`src/rtl/serial_subtractor5_if.sv`:
```
// ============================================================================
// Module   : serial_subtractor5_if
// Purpose  : start/busy/done handshake and operand/result bus of the
//            bit-serial subtractor.
// Revision : 1.0  initial release
// ============================================================================
`default_nettype none

interface serial_subtractor5_if #(
  parameter int WIDTH = 5
);
  logic             start;
  logic [WIDTH-1:0] a;
  logic [WIDTH-1:0] b;
  logic             bin;
  logic             busy;
  logic             done;
  logic [WIDTH-1:0] diff;
  logic             borrow;
  logic             ovf;

  modport master (
    output start, a, b, bin,
    input  busy, done, diff, borrow, ovf
  );

  modport slave (
    input  start, a, b, bin,
    output busy, done, diff, borrow, ovf
  );
endinterface

`default_nettype wire

```
`src/rtl/serial_subtractor5.sv`:
```
// ============================================================================
// Module   : serial_subtractor5
// Purpose  : bit-serial ripple-borrow subtractor, diff = a - b - bin, LSB first.
// Revision : 1.0  initial release
// ============================================================================
`default_nettype none

module serial_subtractor5 #(
  parameter int WIDTH = 5
) (
  input  wire logic          clk,
  input  wire logic          rst,
  serial_subtractor5_if.slave bus
);

  localparam int                  c_CNT_W = $clog2(WIDTH);
  localparam logic [c_CNT_W-1:0]  c_LAST  = c_CNT_W'(WIDTH - 1);

  localparam logic [1:0] c_IDLE  = 2'd0;
  localparam logic [1:0] c_SHIFT = 2'd1;
  localparam logic [1:0] c_DONE  = 2'd2;

  logic [1:0]         r_state;
  logic [WIDTH-1:0]   r_sa;
  logic [WIDTH-1:0]   r_sb;
  logic               r_br;
  logic [c_CNT_W-1:0] r_cnt;
  logic [WIDTH-1:0]   r_res;
  logic               r_amsb;
  logic               r_bmsb;
  logic [WIDTH-1:0]   r_diff;
  logic               r_borrow;
  logic               r_ovf;

  logic               w_x;
  logic               w_y;
  logic               w_d;
  logic               w_bout;
  logic [WIDTH-1:0]   w_res_next;

  // Single full-subtractor cell fed by the operand LSBs and the borrow FF
  assign w_x        = r_sa[0];
  assign w_y        = r_sb[0];
  assign w_d        = w_x ^ w_y ^ r_br;
  assign w_bout     = (~w_x & w_y) | (~(w_x ^ w_y) & r_br);
  assign w_res_next = {w_d, r_res[WIDTH-1:1]};

  always_ff @(posedge clk) begin
    if (rst) begin
      r_state  <= c_IDLE;
      r_sa     <= '0;
      r_sb     <= '0;
      r_br     <= 1'b0;
      r_cnt    <= '0;
      r_res    <= '0;
      r_amsb   <= 1'b0;
      r_bmsb   <= 1'b0;
      r_diff   <= '0;
      r_borrow <= 1'b0;
      r_ovf    <= 1'b0;
    end else begin
      case (r_state)
        c_IDLE: begin
          if (bus.start) begin
            r_sa    <= bus.a;
            r_sb    <= bus.b;
            r_br    <= bus.bin;
            r_cnt   <= '0;
            r_res   <= '0;
            r_amsb  <= bus.a[WIDTH-1];
            r_bmsb  <= bus.b[WIDTH-1];
            r_state <= c_SHIFT;
          end
        end
        c_SHIFT: begin
          r_sa  <= r_sa >> 1;
          r_sb  <= r_sb >> 1;
          r_res <= w_res_next;
          r_br  <= w_bout;
          // Last bit: w_d is the result MSB, so overflow is decided here
          if (r_cnt == c_LAST) begin
            r_diff   <= w_res_next;
            r_borrow <= w_bout;
            r_ovf    <= (r_amsb != r_bmsb) && (w_d != r_amsb);
            r_state  <= c_DONE;
          end else begin
            r_cnt <= r_cnt + c_CNT_W'(1);
          end
        end
        c_DONE:  r_state <= c_IDLE;
        default: r_state <= c_IDLE;
      endcase
    end
  end

  assign bus.busy   = (r_state != c_IDLE);
  assign bus.done   = (r_state == c_DONE);
  assign bus.diff   = r_diff;
  assign bus.borrow = r_borrow;
  assign bus.ovf    = r_ovf;

endmodule

`default_nettype wire

```
`src/flat_wrapper.sv`:
```
// flat-port wrapper written by rule: the top's interface ports become plain ports
module serial_subtractor5_flat 
#(
  parameter int WIDTH = 5
)
  (clk, rst, bus_start, bus_a, bus_b, bus_bin, bus_busy, bus_done, bus_diff, bus_borrow, bus_ovf);
  serial_subtractor5_if #(.WIDTH(WIDTH)) bus_i ();
  input  wire logic clk;
  input  wire logic rst;
  input wire logic [$bits(bus_i.start)-1:0] bus_start;
  input wire logic [$bits(bus_i.a)-1:0] bus_a;
  input wire logic [$bits(bus_i.b)-1:0] bus_b;
  input wire logic [$bits(bus_i.bin)-1:0] bus_bin;
  output wire logic [$bits(bus_i.busy)-1:0] bus_busy;
  output wire logic [$bits(bus_i.done)-1:0] bus_done;
  output wire logic [$bits(bus_i.diff)-1:0] bus_diff;
  output wire logic [$bits(bus_i.borrow)-1:0] bus_borrow;
  output wire logic [$bits(bus_i.ovf)-1:0] bus_ovf;
  assign bus_i.start = bus_start;
  assign bus_i.a = bus_a;
  assign bus_i.b = bus_b;
  assign bus_i.bin = bus_bin;
  assign bus_busy = bus_i.busy;
  assign bus_done = bus_i.done;
  assign bus_diff = bus_i.diff;
  assign bus_borrow = bus_i.borrow;
  assign bus_ovf = bus_i.ovf;
  serial_subtractor5 #(.WIDTH(WIDTH)) u_core (.clk(clk), .rst(rst), .bus(bus_i));
endmodule
```
`config.mk`:
```
export PLATFORM = sky130hd
export DESIGN_NAME = serial_subtractor5_flat
export DESIGN_NICKNAME = d
export VERILOG_FILES = /design/src/rtl/serial_subtractor5_if.sv /design/src/rtl/serial_subtractor5.sv /design/src/flat_wrapper.sv
export SDC_FILE = /design/constraint.sdc
export NUM_CORES = 1
export LEC_CHECK = 0
export BUFFER_PORTS_ARGS = -buffer_cell sky130_fd_sc_hd__buf_2
export CAP_MARGIN = 20
export CORE_MARGIN = 2
export CORE_UTILIZATION = 35
export DETAILED_ROUTE_END_ITERATION = 8
export PLACE_DENSITY = 0.63
export RECOVER_POWER = 50
export SLEW_MARGIN = 0
export SYNTH_ARGS = -nofsm -noshare
export SYNTH_HDL_FRONTEND = slang
export SYNTH_SLANG_ARGS = --single-unit
export TNS_END_PERCENT = 10
```
`constraint.sdc`:
```
create_clock -name clk -period 1.9 [get_ports clk]
set_input_delay 0.285 -clock clk [delete_from_list [all_inputs] [get_ports clk]]
set_output_delay 0.285 -clock clk [all_outputs]
set_load 0.01 [all_outputs]
```
Word-level counts from Yosys, hierarchy flattened

Cells that the tools add are included.

Multiplexer cells: 14
$add $sub $neg: 1
Bitwise gates (word level): 7
Reduce and logical (&&, ||, !) cells: 9
Equal/unequal tests: 8

Operators by type and width:

| operator                                              | count |
|---|---|
| case mux 5 bit (2 select lines)                       | 3 |
| 2-to-1 mux 5 bit                                      | 3 |
| AND reduction 2 bit                                   | 4 |
| 2-to-1 mux 3 bit                                      | 2 |
| case mux 3 bit (2 select lines)                       | 1 |
| 2-to-1 mux 2 bit                                      | 2 |
| inequality test 2 bit, second input constant          | 2 |
| case mux 2 bit (2 select lines)                       | 1 |
| nonzero test 2 bit                                    | 2 |
| adder 3 x 1 -> 3 bit, second input constant           | 1 |
| equality test 3 bit, second input constant            | 1 |
| AND reduction 3 bit                                   | 1 |
| AND 1 bit                                             | 2 |
| equality test 2 x 1 -> 1 bit, second input constant   | 1 |
| equality test 2 bit, second input constant            | 1 |
| zero test 2 bit                                       | 1 |
| inequality test 1 bit                                 | 2 |
| inequality test 2 x 1 -> 1 bit, second input constant | 1 |
| inverter 1 bit                                        | 2 |
| case mux 1 bit (2 select lines)                       | 1 |
| bitwise XOR 1 bit                                     | 2 |
| logical AND 1 bit                                     | 1 |
| 2-to-1 mux 1 bit                                      | 1 |
| OR 1 bit                                              | 1 |

Input bits: 14
Word-level logic and storage cells: 50
Register bits after elaboration: 30
Output and inout port bits: 9

Logic depth before layout (Yosys ltp)

Gate-level depths: netlist (run 1).

Depth in word-level cells: 5
Gate-level depth with buffers: 6
Gate-level depth less buffers: 5

Worst setup path before layout (run 1)

Ideal clock, no wire load.

Path kind: register to register
From: register u_core.r_br
To: register u_core.r_ovf (netlist: u_core.bus.ovf)
Required time: 1.767 ns
Slack: 0.467 ns
Setup time: 0.133 ns
Path buffers: 0
Arrival: 1.301 ns
Period minus slack after synthesis: 1.433 ns
Stages on the path, launching flop included: 6
Path through: dfxtp_1 inv_1 fa_1 and3b_1 a211oi_1 nor3_1

Cells in the longest elaborated chain, start to end: 3

Ends and longest elaborated chain:

| item                   | line                     | source |
|---|---|---|
| start, declared        | serial_subtractor5.sv:26 | `logic r_br;` |
| start signal, assigned | serial_subtractor5.sv:67 | `r_br <= bus.bin;` |
| start signal, assigned | serial_subtractor5.sv:79 | `r_br <= w_bout;` |
| bitwise XOR 1 bit      | serial_subtractor5.sv:44 | `assign w_d = w_x ^ w_y ^ r_br;` |
| net u_core.w_d         | serial_subtractor5.sv:37 | `logic w_d;` |
| inequality test 1 bit  | serial_subtractor5.sv:84 | `r_ovf <= (r_amsb != r_bmsb) && (w_d != r_amsb);` |
| logical AND 1 bit      | serial_subtractor5.sv:84 |  |
| end signal, assigned   | serial_subtractor5.sv:84 |  |
| end, declared          | serial_subtractor5.sv:33 | `logic r_ovf;` |

The timed path passes the listed nets, and every way through them passes these cells.
A chain may end at the register's enable or synchronous reset.

Final worst setup path (run 1)

From: register u_core.r_state[0]
To: register u_core.r_sb[1]

Cells in the longest elaborated chain, start to end: 3
Elaborated cells between the ends (all ways): 6
Classes of those cells: 2 x eq/ne; 1 x mux; 3 x reduce/logical

Ends and longest elaborated chain:

| item                                                                         | line                     | source |
|---|---|---|
| start, declared                                                              | serial_subtractor5.sv:23 | `logic [1:0] r_state;` |
| start signal, assigned                                                       | serial_subtractor5.sv:50 | `r_state <= c_IDLE;` |
| start signal, assigned                                                       | serial_subtractor5.sv:72 | `r_state <= c_SHIFT;` |
| start signal, assigned                                                       | serial_subtractor5.sv:85 | `r_state <= c_DONE;` |
| equality test 2 x 1 -> 1 bit / zero test 2 bit (equally long branches)       | serial_subtractor5.sv:62 | `case (r_state)` |
| nonzero test 2 bit (no line) / inequality test 2 bit (equally long branches) | -                        |  |
| AND reduction 2 bit (no line)                                                | -                        |  |
| end signal, assigned                                                         | serial_subtractor5.sv:66 | `r_sb <= bus.b;` |
| end signal, assigned                                                         | serial_subtractor5.sv:77 | `r_sb <= r_sb >> 1;` |
| end, declared                                                                | serial_subtractor5.sv:25 | `logic [WIDTH-1:0] r_sb;` |

Parallel ways exist; a longest one is shown, timed or not.

==> results of run 1 <==
-- worst paths after layout --
kind / start / end / slack [ns] / depth (start not counted)
max: u_core.r_state[0]$_SDFFE_PP0P_ / u_core.r_sb[1]$_SDFFE_PP0P_ / 0.32 / 3
min: bus_b[2] / u_core.r_sb[2]$_SDFFE_PP0P_ / 0.20 / 3
max reg2reg: u_core.r_state[0]$_SDFFE_PP0P_ / u_core.r_sb[1]$_SDFFE_PP0P_ / 0.32 / 3
min reg2reg: u_core.bus.diff[3]$_SDFFE_PP0P_ / u_core.bus.diff[3]$_SDFFE_PP0P_ / 0.46 / 2
-- critical path: stages (launching register included) --
cell and delay (ns):
sky130_fd_sc_hd__dfxtp_1 0.44, sky130_fd_sc_hd__o21bai_2 0.68, sky130_fd_sc_hd__a21oi_1 0.08, sky130_fd_sc_hd__a211oi_1 0.28
-- layout by cell type, fill, tap and decap left out, types with 2 or more instances in the layout --
master / n
sky130_fd_sc_hd__o21ai_0: 2
sky130_fd_sc_hd__nor3_1: 2
sky130_fd_sc_hd__clkbuf_4: 5
sky130_fd_sc_hd__nand2_1: 20
sky130_fd_sc_hd__inv_1: 4
sky130_fd_sc_hd__mux2i_1: 2
sky130_fd_sc_hd__dfxtp_1: 29
sky130_fd_sc_hd__ha_1: 2
sky130_fd_sc_hd__buf_2: 14
sky130_fd_sc_hd__nand4b_1: 2
sky130_fd_sc_hd__a21oi_1: 17
sky130_fd_sc_hd__clkbuf_1: 9
sky130_fd_sc_hd__a22oi_1: 6
sky130_fd_sc_hd__a211oi_1: 10
sky130_fd_sc_hd__nor2_1: 20
-- per-stage QoR --
stage | power [mW] | utilization, %
5_1_grt | 1.392 | 41.90
2_1_floorplan | 0.7800 | -
4_1_cts | 1.339 | 42.53
3_3_place_gp | 0.8083 | 40.04
3_5_place_dp | 0.8137 | 40.04
6_report | 1.323 | 41.90
-- flip-flops by register name (all words and copies together) (netlist names) --
register and flops:
u_core.r_res 4, u_core.r_sb 5, u_core.bus.borrow 1, u_core.r_state 2, u_core.r_amsb 1, u_core.bus.ovf 1, u_core.r_bmsb 1, u_core.r_br 1
u_core.bus.diff 5, u_core.r_sa 5, u_core.r_cnt 3
-- power by group through the flow --
stage | Combinational (mW) | Sequential, mW | Clock (mW)
CTS | 0.144 | 0.656 | 0.539
global placement | 0.139 | 0.669 | 0
finish | 0.140 | 0.656 | 0.527
global route | 0.162 | 0.660 | 0.571
detailed placement | 0.143 | 0.670 | 0
floorplan | 0.118 | 0.662 | 0
-- cell families after synthesis --
kind of cell / count (synthesis)
adders and majority gates: 3
muxes: 2
AOI/OAI and AO/OA: 40
and+or+nand+nor: 54
DFF: 29
buffers and inverters: 14
-- metal layers --
metal | wire, µm | vias up | track usage [%]
met2 | 1234 | 16 | 23.57
met1 | 1102 | 494 | 14.55
li1 | - | 533 | -
met4 | 87 | 0 | 9.043
met3 | 107 | 7 | 5.282
met5 | 0 | - | 0
-- cell type report --
cell class / instances / area, µm²
Sequential cell: 29 / 580.6
Fill cell: 366 / 1984
Multi-Input combinational cell: 99 / 593.1
Clock buffer: 7 / 55.05
Inverter: 4 / 15.01
Clock inverter: 1 / 30.03
Tap cell: 46 / 57.56
Timing Repair Buffer: 22 / 100.1
==> metrics.csv, run 1 <==
metric,value,unit
result of the run,"complete, no violations",
total setup violations reported at the end of the flow,0,
remaining antenna violation count after routing,0,
first-pass GRT wire length,4485,µm
first-iteration detailed-routing DRC count,25,
antenna violations before repair,0,
Sw Share,23.82,%
type of the worst setup path,reg -> reg,
pin count of the biggest net entering global routing,30,
Post-Synth Simple-Gate Area,21.02,%
required time at the worst-slack endpoint,2.13,ns
shortest clock period the worst path allows after layout,1.581,ns
Syn Std Cell Area,1274,µm²
portion of the post-synthesis area used by sequential elements,45.58,%
dominant combinational cell family by area after synthesis,compound AO/OA/AOI/OAI gates,
worst vdd rail ir drop,0.6133,mV
area added between synthesis and finish,12.38,%
mean number of vias per cell,5.048,
Post-Syn Nets,159,
number of hold buffers added after CTS,0,
final cell count without fillers,208,
largest cells by area after synthesis,"sky130_fd_sc_hd__dfxtp_1 46%, sky130_fd_sc_hd__a21oi_1 6.7%, sky130_fd_sc_hd__a211oi_1 5.9%",
minimum hold slack,0.1977,ns
switching power summed over all nets,0.3151,mW
count of placed standard cells including taps,200,
"critical path fanouts, max",20,
most instantiated library cell after synthesis,sky130_fd_sc_hd__dfxtp_1,
residual DRC count,0,
Port Buf Inserts,22,
Fin Clk Skew,0.01036,ns
post-route setup slack,0.3192,ns
"Cell Area, Placed",1368,µm²
number of antenna diodes,0,
area share of fa/ha/maj cells after synthesis,3.536,%
Seq cells post-synth,29,
FMAX,632.6,MHz
clock latency on the worst-skew pair,0.33,ns
worst endpoint data arrival time,1.81,ns
Post-synth EDFFs,0,
number of placement rows,21,
initial cell density of the core,37.29,%
"top cells by count, synth","29 x sky130_fd_sc_hd__dfxtp_1, 20 x sky130_fd_sc_hd__nand2_1, 20 x sky130_fd_sc_hd__nor2_1, 17 x sky130_fd_sc_hd__a21oi_1, 10 x sky130_fd_sc_hd__a211oi_1",
asr flop ratio synth,0,%
total clock buffers created by CTS,5,
post-synthesis instance total,142,
proportion of power drawn by flip-flops and latches,49.6,%
clk buf depth,2,
post-DR wirelength/cell,12.17,µm
post-synthesis share of cell area spent on xor and xnor gates,0,%
slew at the pin with the worst max-slew slack,0.7781,ns
CORE AREA,3416,µm²
multiplexer fraction of the synthesized cell area,1.572,%
summed area of non-filler cells in the final layout,1431,µm²
path class of the lowest-slack min-delay path,in -> reg,
vias in the first global route,1076,
average footprint of a synthesized cell,8.970,µm²
Die H,64.33,µm
Combinational Power Share,10.6,%
max capacitance violation total,0,
first-pass iteration count of the detailed router,3,
DPL Wire Length,1807,µm
Cell variety after synth,32,
Yosys top cell by area,sky130_fd_sc_hd__dfxtp_1,
I/O pin total,23,
headroom to the max-slew limit,48.09,%
setup repair after global routing missed its margin,false,
P_leak,0.5613,nW
internal power summed over all cells,1.008,mW
worst slack after detailed placement,0.3254,ns
post-route clock period utilization,83.20,%
Clock power frac,39.8,%
portion of synthesized cell area occupied by the leading cell type,45.58,%
residual overflow from global routing,0,
routability cong.,0.7245,
total number of vias,1050,
Post-Route Setup TNS,0,ns
type of element launching the critical path,register,
kind of capture point of the worst setup path,register,
Die ar.,4138,µm²
main flop type after synthesis,sky130_fd_sc_hd__dfxtp_1,
Die X-Extent,64.33,µm
number of hold-slack violations in the final timing report,0,
number of clock sinks,29,
Root Buffer,sky130_fd_sc_hd__clkbuf_4,
cell area power density,924.1,nW/µm²
clock tree from TritonCTS,done,
clock slew seen by the registers of the worst setup and hold paths,0.10,ns
cts repair resizes,0,
net total in the final layout,178,
maximum level of the CTS H-tree,2,
area fraction in compound gates after synthesis,21.32,%
number of max-slew violations in the final report,0,
warnings from Yosys,0,
global-route total usage across every layer,14.01,%
overall routed net length,2531,µm
setup repair bufs after CTS,0,
fraction of final layout cells sized beyond drive strength 1,16.67,%
Power figures use the tool's default switching activity.
==> run 2: changes to the inputs <==
- PLACE_DENSITY: 0.63 -> 0.65
- clock period: 1.9 -> 1.37 ns (I/O delays scaled with it)
==> run 2 against run 1 <==
Effect of this change:
- the run now ends with setup timing left
- critical path depth grew 1
- worst setup slack lost 0.34 ns
- via count grew 2.4%
- design area grew 7.2%
- cell count grew 4.3%
- clock power shrank 2%
- register-to-register slack lost 0.34 ns
- non-clock buffer count grew 10
- worst hold slack lost 0.078 ns
- global-route usage grew 0.55 points
- critical endpoint is now u_core.bus.ovf$_SDFFE_PP0P_
==> metrics.csv, run 2 (same netlist as run 1, synthesis figures left out) <==
metric,value,unit,change
Fin Clk Skew,0.006650,ns,-0.003714 ns
headroom to the max-slew limit,64.75,%,+17 points
total number of vias,1075,,+2.4%
global-route total usage across every layer,14.56,%,+0.55 points
switching power summed over all nets,0.4316,mW,+37%
"critical path fanouts, max",4,,-80%
Reg2Reg Capture Point,u_core.bus.ovf$_SDFFE_PP0P_,,
worst vdd rail ir drop,0.6071,mV,-1.0%
mean number of vias per cell,4.954,,-1.9%
I/O pin total,23,,unchanged
cell depth of the worst hold path,3,,unchanged
residual DRC count,0,,unchanged
Root Buffer,sky130_fd_sc_hd__clkbuf_4,,
post-route clock period utilization,101.6,%,+18 points
result of the run,"finished, violations left",,
first-iteration detailed-routing DRC count,22,,-12%
"Cell Area, Placed",1433,µm²,+4.8%
internal power summed over all cells,1.239,mW,+23%
initial cell density of the core,37.29,%,unchanged
number of placement rows,21,,unchanged
post-route setup slack,-0.02162,ns,-0.3408 ns
Hold Crit Endpoint,u_core.r_sa[2]$_SDFFE_PP0P_,,
number of max-slew violations in the final report,0,,unchanged
first-pass iteration count of the detailed router,4,,+1
post-DR wirelength/cell,12.29,µm,+0.97%
clock slew seen by the registers of the worst setup and hold paths,0.09,ns,about the same
minimum hold slack,0.1196,ns,-0.07804 ns
maximum level of the CTS H-tree,2,,unchanged
start point of the worst hold path,bus_a[2],,
type of the worst setup path,reg -> reg,,
overall routed net length,2666,µm,+5.3%
first-pass GRT wire length,4540,µm,+1.2%
number of antenna diodes,0,,unchanged
total setup violations reported at the end of the flow,1,,+1
clock tree from TritonCTS,done,,
final cell count without fillers,217,,+4.3%
number of hold buffers added after CTS,0,,unchanged
Clock power frac,31.1,%,-8.7 points
"commonest cells after routing, fill and taps aside","26 x sky130_fd_sc_hd__dfxtp_1, 20 x sky130_fd_sc_hd__nand2_1, 19 x sky130_fd_sc_hd__nor2_1",,
clk buf depth,2,,unchanged
residual overflow from global routing,0,,unchanged
"most common cell after layout, fill and taps aside",sky130_fd_sc_hd__dfxtp_1,,
shortest clock period the worst path allows after layout,1.392,ns,-0.1892 ns
required time at the worst-slack endpoint,1.57,ns,-0.56 ns
antenna violations before repair,0,,unchanged
Crit Reg-Reg Startpoint,u_core.r_sa[0]$_SDFFE_PP0P_,,
path class of the lowest-slack min-delay path,in -> reg,,
DPL Wire Length,1924,µm,+6.5%
total clock buffers created by CTS,5,,unchanged
count of filler cells inserted in the layout,373,,+1.9%
worst reg-to-reg path cell count,4,,+1
max capacitance violation total,0,,unchanged
Die X-Extent,64.33,µm,unchanged
clock latency on the worst-skew pair,0.32,ns,about the same
number of clock sinks,29,,unchanged
worst slack after detailed placement,-0.03670,ns,-0.3621 ns
number of hold-slack violations in the final timing report,0,,unchanged
Combinational Power Share,14.6,%,+4.0 points
worst endpoint data arrival time,1.59,ns,-0.22 ns
proportion of power drawn by flip-flops and latches,54.4,%,+4.8 points
Sw Share,25.83,%,+2.0 points
net total in the final layout,188,,+5.6%
Die ar.,4138,µm²,unchanged
type of element launching the critical path,register,,
Worst R2R Setup Slack,-0.02,ns,-0.34 ns
CORE AREA,3416,µm²,unchanged
count of placed standard cells including taps,208,,+4.0%
setup repair after global routing missed its margin,true,,
Die H,64.33,µm,unchanged
cell area power density,1089,nW/µm²,+18%
area added between synthesis and finish,20.43,%,
routability cong.,0.7566,,+4.4%
fraction of final layout cells sized beyond drive strength 1,27.49,%,+11 points
vias in the first global route,1021,,-5.1%
pin count of the biggest net entering global routing,30,,unchanged
remaining antenna violation count after routing,0,,unchanged
violated checks,setup timing,,
P_leak,0.6064,nW,+8.0%
slew at the pin with the worst max-slew slack,0.5287,ns,-0.2493 ns
kind of capture point of the worst setup path,register,,
summed area of non-filler cells in the final layout,1534,µm²,+7.2%
Power Total,1.671,mW,+26%
Port Buf Inserts,22,,unchanged
FMAX,718.6,MHz,+14%
run 2: changes by cell type in the layout (fill, tap and decap cells not counted), sizes merged:
cell,before,now
bufinv,1,0
buf,14,25
clkbuf,15,14
run 2: final cells by class:
class | count | area [µm²] | share of cell area, %
multi-input combinational | 99 | 625.6 | 40.78
sequential | 29 | 586.8 | 38.25
timing repair buffer | 32 | 193.9 | 12.64
tap | 46 | 57.56 | 3.752
clock buffer | 7 | 55.05 | 3.589
inverter | 4 | 15.01 | 0.9788
run 2: per-stage QoR:
step,utilization [%],TNS (ns)
final,44.91,-0.02162
after detailed placement,41.94,-0.03670
after global placement,41.94,0
after CTS,44.51,-0.04326
after global routing,44.91,-0.2853
after floorplan,-,0
run 2: routing by layer:
layer	wire length (µm)	vias up	share of wire (%)	GRT usage, %
met2	1332	16	50	23.96
met5	0	-	0	0
met4	61	0	2.3	7.181
li1	-	549	-	-
met1	1181	504	44	16.94
met3	91	6	3.4	4.754
run 2: power groups by stage:
stage               combinational (mW)  clock, mW  sequential (mW)
finish                           0.243      0.519            0.909
global route                     0.276      0.577            0.914
CTS                              0.234      0.532            0.906
detailed placement               0.218          0            0.928
global placement                 0.211          0            0.927
floorplan                        0.165          0            0.919
run 2: what timing repair did:
| action | 4_1_cts | 5_1_grt |
|---|---|---|
| cloned | 0 | 0 |
| setup endpoints to repair | 6 | 17 |
| setup buffers | 2 | 0 |
| gates resized for setup | 6 | 9 |
| pin swaps | 0 | 3 |
run 2: worst max-delay path by stage:
stage                                      startpoint                     endpoint  slack, ns  cells past startpoint
after floorplan           u_core.r_sb[0]$_SDFFE_PP0P_  u_core.bus.ovf$_SDFFE_PP0P_       0.04                      5
after global placement    u_core.r_sb[0]$_SDFFE_PP0P_  u_core.bus.ovf$_SDFFE_PP0P_      0.007                      5
after detailed placement  u_core.r_sa[0]$_SDFFE_PP0P_  u_core.bus.ovf$_SDFFE_PP0P_      -0.04                      4
after CTS                 u_core.r_sa[0]$_SDFFE_PP0P_  u_core.bus.ovf$_SDFFE_PP0P_      -0.04                      4
after global routing         u_core.r_br$_SDFFE_PP0P_  u_core.bus.ovf$_SDFFE_PP0P_      -0.09                      5
final                     u_core.r_sa[0]$_SDFFE_PP0P_  u_core.bus.ovf$_SDFFE_PP0P_      -0.02                      4
run 2: worst max-delay path, cell delays in order (launching register included):
cell and delay, ns:
sky130_fd_sc_hd__dfxtp_1 0.34, sky130_fd_sc_hd__fa_2 0.61, sky130_fd_sc_hd__nor2_2 0.06, sky130_fd_sc_hd__a211oi_2 0.20
sky130_fd_sc_hd__nor3_1 0.06
==> run 3: changes to the inputs <==
- SKIP_CTS_REPAIR_TIMING: not set -> 1
==> run 3 against run 2 <==
Effect of this change:
- the run still ends with setup timing left
- register-to-register slack barely moved
- sequential share of layout area grew 0.28 points
- critical path depth unchanged
- worst setup slack worse by 0.0038 ns
- largest power group unchanged
- design area shrank 0.73%
- first-iteration DRC count up 45%
- global-route usage down 0.19 points
- utilization fell by 0.33 points
- maximum frequency shrank 0.27%
==> metrics.csv, run 3 (same netlist as run 1, synthesis figures left out) <==
metric,value,unit,change
internal power summed over all cells,1.236,mW,-0.30%
maximum level of the CTS H-tree,2,,unchanged
switching power summed over all nets,0.4312,mW,-0.11%
clock tree from TritonCTS,done,,
Port Buf Inserts,22,,unchanged
violated checks,setup timing,,
type of element launching the critical path,register,,
Fin Clk Skew,0.007288,ns,+0.0006384 ns
Root Buffer,sky130_fd_sc_hd__clkbuf_4,,
residual overflow from global routing,0,,unchanged
setup repair after global routing missed its margin,true,,
worst endpoint data arrival time,1.59,ns,about the same
first-pass iteration count of the detailed router,4,,unchanged
"commonest cells after routing, fill and taps aside","26 x sky130_fd_sc_hd__dfxtp_1, 20 x sky130_fd_sc_hd__nand2_1, 19 x sky130_fd_sc_hd__nor2_1",,
global-route total usage across every layer,14.38,%,-0.19 points
result of the run,"finished, violations left",,
DPL Wire Length,1924,µm,unchanged
path class of the lowest-slack min-delay path,in -> reg,,
post-route clock period utilization,101.9,%,+0.28 points
share of the core filled with cells,44.58,%,-0.33 points
Die H,64.33,µm,unchanged
net total in the final layout,188,,unchanged
Die X-Extent,64.33,µm,unchanged
proportion of power drawn by flip-flops and latches,54.6,%,+0.2 points
worst slack after detailed placement,-0.03670,ns,unchanged
launch point of the critical path,u_core.r_sa[0]$_SDFFE_PP0P_,,
routability cong.,0.7566,,unchanged
headroom to the max-slew limit,64.61,%,-0.14 points
max capacitance violation total,0,,unchanged
vias in the first global route,1009,,-1.2%
total number of vias,1088,,+1.2%
slew at the pin with the worst max-slew slack,0.5308,ns,+0.002084 ns
required time at the worst-slack endpoint,1.57,ns,about the same
Worst R2R Setup Slack,-0.03,ns,about the same
number of clock sinks,29,,unchanged
number of placement rows,21,,unchanged
Combinational Power Share,14.2,%,-0.4 points
I/O pin total,23,,unchanged
antenna violations before repair,0,,unchanged
clk buf depth,2,,unchanged
residual DRC count,0,,unchanged
area added between synthesis and finish,19.55,%,
number of antenna diodes,0,,unchanged
clock latency on the worst-skew pair,0.33,ns,about the same
overall routed net length,2688,µm,+0.83%
first-pass GRT wire length,4485,µm,-1.2%
total clock buffers created by CTS,5,,unchanged
FMAX,716.6,MHz,-0.27%
CORE AREA,3416,µm²,unchanged
type of the worst setup path,reg -> reg,,
count of filler cells inserted in the layout,368,,-1.3%
post-DR wirelength/cell,12.39,µm,+0.83%
"critical path fanouts, max",4,,unchanged
start point of the worst hold path,bus_a[2],,
shortest clock period the worst path allows after layout,1.395,ns,+0.003831 ns
clock slew seen by the registers of the worst setup and hold paths,0.09,ns,about the same
total setup violations reported at the end of the flow,2,,+1
fraction of final layout cells sized beyond drive strength 1,28.07,%,+0.58 points
number of max-slew violations in the final report,0,,unchanged
number of hold-slack violations in the final timing report,0,,unchanged
post-route setup slack,-0.02545,ns,-0.003831 ns
Clock power frac,31.1,%,about the same
cell area power density,1095,nW/µm²,+0.49%
initial cell density of the core,37.29,%,unchanged
P_leak,0.6036,nW,-0.46%
"most common cell after layout, fill and taps aside",sky130_fd_sc_hd__dfxtp_1,,
kind of capture point of the worst setup path,register,,
remaining antenna violation count after routing,0,,unchanged
pin count of the biggest net entering global routing,30,,unchanged
worst vdd rail ir drop,0.6082,mV,+0.18%
mean number of vias per cell,5.014,,+1.2%
Die ar.,4138,µm²,unchanged
Sw Share,25.87,%,+0.037 points
first-iteration detailed-routing DRC count,32,,+45%
Crit Reg-Reg Startpoint,u_core.r_sa[0]$_SDFFE_PP0P_,,
[run 3: cell type report]
cell class	count	area [µm²]	area share, %
clock buffer	7	55.05	3.615
inverter	4	15.01	0.9860
multi-input combinational	99	621.8	40.84
sequential	29	586.8	38.54
tap	46	57.56	3.780
timing repair buffer	32	186.4	12.24
[run 3: power by group through the flow]
stage | registers [mW] | logic (mW) | clock network, mW
global placement | 0.927 | 0.211 | 0
floorplan | 0.919 | 0.165 | 0
global route | 0.915 | 0.269 | 0.577
detailed placement | 0.928 | 0.218 | 0
CTS | 0.908 | 0.220 | 0.532
finish | 0.911 | 0.237 | 0.519
[run 3: final timing paths]
path                                endpoint  cells after the start
max reg2reg      u_core.bus.ovf$_SDFFE_PP0P_                      4
max              u_core.bus.ovf$_SDFFE_PP0P_                      4
min              u_core.r_sa[2]$_SDFFE_PP0P_                      3
min reg2reg  u_core.bus.diff[3]$_SDFFE_PP0P_                      2
[run 3: critical path: stages, from the launching register on]
cell and delay (ns):
sky130_fd_sc_hd__dfxtp_1 0.34, sky130_fd_sc_hd__fa_2 0.61, sky130_fd_sc_hd__nor2_2 0.06, sky130_fd_sc_hd__a211oi_2 0.20, sky130_fd_sc_hd__nor3_1 0.06
[run 3: stage by stage]
stage	hold slack, ns	area, µm²	power [mW]	cells	setup TNS (ns)
global placement	0.4417	1433	1.137	208	0
detailed placement	0.4473	1433	1.146	208	-0.03670
floorplan	0.3465	1279	1.084	142	0
finish	0.1192	1523	1.667	217	-0.03694
CTS	0.1149	1488	1.661	215	-0.2692
global route	0.1136	1523	1.761	217	-0.2730
[run 3: metal layers]
metal,up-vias,GRT usage [%],routed length [µm],share of wire [%]
li1,549,-,-,-
met3,6,4.754,96,3.6
met2,18,23.57,1393,52
met4,0,7.181,61,2.3
met1,515,16.72,1137,42
met5,-,0,0,0
